[config.mk]
export PLATFORM = sky130hd
export DESIGN_NAME = regfile_writeback
export DESIGN_NICKNAME = d
export VERILOG_FILES = /design/src/rtl/regfile_writeback_pkg.sv /design/src/rtl/wb_scoreboard.sv /design/src/rtl/regfile_writeback.sv
export SDC_FILE = /design/constraint.sdc
export NUM_CORES = 1
export LEC_CHECK = 0
export BUFFER_PORTS_ARGS = -buffer_cell sky130_fd_sc_hd__buf_2
export CELL_PAD_IN_SITES_DETAIL_PLACEMENT = 0
export CELL_PAD_IN_SITES_GLOBAL_PLACEMENT = 2
export CORE_ASPECT_RATIO = 1.2
export CORE_MARGIN = 2
export CORE_UTILIZATION = 31
export DETAILED_ROUTE_END_ITERATION = 16
export PLACE_DENSITY = 0.86
export SLEW_MARGIN = 20
export SYNTH_ARGS = -nofsm -noshare
export SYNTH_HDL_FRONTEND = slang
export SYNTH_SLANG_ARGS = --single-unit
export TNS_END_PERCENT = 50
[constraint.sdc]
create_clock -name clk -period 4.34 [get_ports clk]
set_input_delay 0.868 -clock clk [delete_from_list [all_inputs] [get_ports clk]]
set_output_delay 0.868 -clock clk [all_outputs]
set_load 0.01 [all_outputs]
[src/rtl/regfile_writeback_pkg.sv]
// Shared definitions for the register-file write-back path: widths and arbiter state encoding.
package regfile_writeback_pkg;

  localparam int unsigned REG_ADDR_W = 5;
  localparam int unsigned XLEN       = 32;
  localparam int unsigned NUM_REGS   = 32;

  typedef enum logic [0:0] {
    ALU_PRI,
    LSU_PRI
  } arb_state_e;

endpackage

[src/rtl/wb_scoreboard.sv]
// Pending-write scoreboard: one busy bit per architectural register, x0 never busy.
module wb_scoreboard
  import regfile_writeback_pkg::*;
(
  input  logic                  clk_i,
  input  logic                  rst_i,
  input  logic                  set_valid_i,
  input  logic [REG_ADDR_W-1:0] set_rd_i,
  input  logic                  clr_valid_i,
  input  logic [REG_ADDR_W-1:0] clr_rd_i,
  input  logic [REG_ADDR_W-1:0] rs1_i,
  input  logic [REG_ADDR_W-1:0] rs2_i,
  output logic                  hazard_o
);

  logic [NUM_REGS-1:0] busy_q, busy_d;

  always_comb begin
    busy_d = busy_q;
    if (clr_valid_i) busy_d[clr_rd_i] = 1'b0;
    // A new issue to the register being retired keeps it pending.
    if (set_valid_i) busy_d[set_rd_i] = 1'b1;
    busy_d[0] = 1'b0;
  end

  always_ff @(posedge clk_i) begin
    if (rst_i) begin
      busy_q <= '0;
    end else begin
      busy_q <= busy_d;
    end
  end

  assign hazard_o = (busy_q[rs1_i] & (rs1_i != '0)) | (busy_q[rs2_i] & (rs2_i != '0));

endmodule

[src/rtl/regfile_writeback.sv]
// Write-port arbiter between ALU and long-latency results, with starvation guard and scoreboard.
module regfile_writeback
  import regfile_writeback_pkg::*;
#(
  parameter int unsigned STARVE_LIMIT = 4
) (
  input  logic                  clk,
  input  logic                  rst,
  input  logic                  alu_valid,
  output logic                  alu_ready,
  input  logic [REG_ADDR_W-1:0] alu_rd,
  input  logic [XLEN-1:0]       alu_data,
  input  logic                  lsu_valid,
  output logic                  lsu_ready,
  input  logic [REG_ADDR_W-1:0] lsu_rd,
  input  logic [XLEN-1:0]       lsu_data,
  input  logic                  issue_valid,
  input  logic [REG_ADDR_W-1:0] issue_rd,
  input  logic [REG_ADDR_W-1:0] rs1,
  input  logic [REG_ADDR_W-1:0] rs2,
  output logic                  hazard,
  output logic                  we,
  output logic [REG_ADDR_W-1:0] wa,
  output logic [XLEN-1:0]       wd
);

  localparam logic [3:0] Limit = 4'(STARVE_LIMIT);

  arb_state_e            state_q, state_d;
  logic [3:0]            cnt_q, cnt_d;
  logic                  we_q, we_d;
  logic [REG_ADDR_W-1:0] wa_q, wa_d;
  logic [XLEN-1:0]       wd_q, wd_d;
  logic                  alu_acc, lsu_acc, lsu_stall;

  always_comb begin
    alu_ready = 1'b1;
    lsu_ready = 1'b0;
    state_d   = state_q;
    if (!rst) begin
      unique case (state_q)
        ALU_PRI: begin
          lsu_ready = lsu_valid & ~alu_valid;
          if ((cnt_q == Limit) && lsu_valid && !lsu_ready) state_d = LSU_PRI;
        end
        LSU_PRI: begin
          // The held LSU result is always taken here, so return next cycle.
          alu_ready = 1'b0;
          lsu_ready = 1'b1;
          state_d   = ALU_PRI;
        end
      endcase
    end
  end

  assign alu_acc   = alu_valid & alu_ready;
  assign lsu_acc   = lsu_valid & lsu_ready;
  assign lsu_stall = lsu_valid & ~lsu_ready;

  always_comb begin
    cnt_d = '0;
    if (lsu_stall) cnt_d = (cnt_q == 4'hf) ? cnt_q : cnt_q + 4'd1;
  end

  always_comb begin
    we_d = 1'b0;
    wa_d = wa_q;
    wd_d = wd_q;
    if (alu_acc && (alu_rd != '0)) begin
      we_d = 1'b1;
      wa_d = alu_rd;
      wd_d = alu_data;
    end else if (lsu_acc && (lsu_rd != '0)) begin
      we_d = 1'b1;
      wa_d = lsu_rd;
      wd_d = lsu_data;
    end
  end

  always_ff @(posedge clk) begin
    if (rst) begin
      state_q <= ALU_PRI;
      cnt_q   <= '0;
      we_q    <= 1'b0;
      wa_q    <= '0;
      wd_q    <= '0;
    end else begin
      state_q <= state_d;
      cnt_q   <= cnt_d;
      we_q    <= we_d;
      wa_q    <= wa_d;
      wd_q    <= wd_d;
    end
  end

  assign we = we_q;
  assign wa = wa_q;
  assign wd = wd_q;

  wb_scoreboard u_scoreboard (
    .clk_i      (clk),
    .rst_i      (rst),
    .set_valid_i(issue_valid),
    .set_rd_i   (issue_rd),
    .clr_valid_i(we_q),
    .clr_rd_i   (wa_q),
    .rs1_i      (rs1),
    .rs2_i      (rs2),
    .hazard_o   (hazard)
  );

endmodule

==> results.yml <==
route:
  drt_iter0_markers: 119
  drc_errors: 0
  ant_nets: 0
  firstDrtPassIters: 4
  wl_per_cell_um: 15.8
  num_vias: 3595
  wl_um: 11100
  via_per_inst: 5.11
power:
  p_seq_share_pct: 39.6
  power.switching_uw: 443
  power_density_nw_per_um2: 377
  p_int_uw: 1420
  vdd_drop_max_mv: 0.201
  total_power_uw: 1860
  clock_power_share_pct: 47.3
  p_leak_uw: 0.00219
  p_sw_share_pct: 23.8
  pwr-share-comb_pct: 13.1
grt:
  grt_first_pass_wirelength_um: 17800
  grt.overflow.total: 0
  grt_antenna_before_repair: 0
  grt_max_degree: 66
  grt_usage_pct: 17.0
  grt_pass1_vias: 3604
worst_setup_path:
  worstPathMaxFanout: 11
  critPathCaptureType: "output pin"
  crit_required_ps: 3470
  path_buf_inv: 2
  critPathArrivalTime_ps: 2370
  crit_type: "input port to output pin"
  cpMostUsedCell: "buf_2"
  cp-start-kind: "input port"
  crit_family: "multiplexers"
  cp_slowest_cell: "mux4_2"
  critPathMaxStageDelay_ps: 540
  path_cells: "buf_2, mux4_2, mux2i_1, nor3b_1, a311oi_1, nand4_1, buf_2"
floorplan:
  ios: 135
  start_util_pct: 31.5
  rows: 44
  dieArea_um2: 13100
  dieHeight_um: 125
  die_w_um: 105
  coreArea_um2: 12000
sta:
  fin_tns_setup_ps: 0
  report.final.slew_viol_count: 0
  worst_slack_ps: 1100
  hold_viol: 0
  post-route-min-period_ps: 3240
  finClkSkew_ps: 2.86
  slew_headroom_pct: 50.6
  fmax_mhz: 309
  finalCritPeriodShare_pct: 74.7
  rsz0062_at_grt: "false"
  tightest_slew_ps: 739
  setup_viol: 0
clocking:
  clkSinkCount: 74
  clockRootBuffer: "clkbuf_16"
  cts_resized: 0
  cts_setup_buffers: 0
  numCtsBuffers: 9
  path_clk_slew_ps: 60
  hold_buffers: 0
  htree_levels: 3
  cts_buffer_depth: 2
  worstSkewPairLatency_ps: 340
  cts_tree: "yes"
synth:
  syn_area_um2: 3790
  ys_types: 42
  postSynth.asyncResetShare_pct: 0
  seq_area_frac_synth_pct: 39.1
  synth-seq-cells: 74
  syn_area_per_cell_um2: 9.12
  synth_edf_count: 0
  yosysTopAreaCell: "dfxtp_1"
  synth_top_area_share_pct: 39.1
  synth_ff_type: "dfxtp_1"
  yosys_warnings: 0
  syn_inst: 415
  synth_top_cells_by_area: "dfxtp_1, mux2i_1, mux4_2"
  synth_nets: 511
status:
  status: "finished, final reports clean"
final_layout:
  nFillCells: 1274
  finalNetCount: 633
  drive_gt1_share_pct: 33.8
  mostFrequentLayoutCell: "buf_2"
  diodes: 0
  final_util_pct: 41.1
  final_cell_mix: "buf_2, dfxtp_1, nor2_1"
  area_growth_pct: 30.3
placed_design:
  gp_congestion: 0.806
  dp_slack_ps: 1090
  io_buffer_count: 134
  place_hpwl_um: 8290
run:
  drv_cap: 0
worst_hold_path:
  holdCritPathClass: "flip-flop to flip-flop"
-- flip-flops by register name (all words and copies together) (netlist names) --
register / cells
cnt_q: 4
state_q: 1
u_scoreboard.busy_q: 31
wa: 5
wd: 32
we: 1
-- synth_stat cells, types with 4 or more instances --
cell type and instances:
nor3b_1 7, mux2i_1 41, nand3_1 6, o21ai_0 20
inv_1 5, a211oi_2 8, clkbuf_1 15, buf_2 9
mux2_2 6, a21oi_1 33, mux4_2 11, dfxtp_1 74
nand2_1 39, nor2_1 48, nand3b_1 7, o21ai_1 13
nor2b_1 4, a211oi_1 30
-- path summary, 6_finish.rpt --
kind | from | to | slack, ps | cells past startpoint
max | rs1[2] | hazard | 1100 | 7
min | u_scoreboard.busy_q[6] | u_scoreboard.busy_q[6] | 490 | 2
max reg2reg | state_q | wd[8] | 2500 | 6
min reg2reg | u_scoreboard.busy_q[6] | u_scoreboard.busy_q[6] | 490 | 2
-- cell type report --
cell class                      count  area, um2  share of cell area [%]
Clock inverter                      4       97.6                    1.98
Timing Repair Buffer              139        708                    14.4
Inverter                            5       18.8                   0.381
Sequential cell                    74       1480                    30.0
Multi-Input combinational cell    308       2170                    44.0
Clock buffer                       12        256                    5.20
Tap cell                          161        201                    4.08
-- cell families after synthesis --
logic type | share of synthesized area, %
simple gates | 16.5
fa+ha+maj | 0.661
mux | 19.2
buf+inv | 4.16
compound gates | 20.2
flops | 39.1
xor+xnor | 0.231
-- tightest hold or removal path, delay by kind of cell (launching register included) --
kind           cells  cell delay, ps
flip-flops         1             310
AO/OA/AOI/OAI      2             130
-- per-layer routing --
| metal | GRT usage, % | vias to the layer above | part of all wire [%] |
|---|---|---|---|
| met5 | 0 | - | 0 |
| met4 | 6.27 | 0 | 2.2 |
| met3 | 5.16 | 21 | 7.6 |
| met2 | 28.6 | 144 | 48 |
| met1 | 20.3 | 1661 | 42 |
| li1 | - | 1769 | - |
-- per-stage QoR --
stage | cell area (um2) | std cells | hold WS, ps
finish | 4930 | 703 | 487
global placement | 4570 | 687 | 483
floorplan | 3790 | 415 | 460
detailed placement | 4570 | 687 | 483
CTS | 4930 | 703 | 491
global route | 4930 | 703 | 525
-- power by group through the flow --
stage / Sequential, uW / Clock, uW / Combinational [uW]
2_1_floorplan: 757 / 0 / 131
3_3_place_gp: 750 / 0 / 243
3_5_place_dp: 750 / 0 / 246
4_1_cts: 736 / 897 / 247
5_1_grt: 740 / 928 / 269
6_report: 737 / 879 / 244
Note: power is estimated with default switching activity, not from simulation.
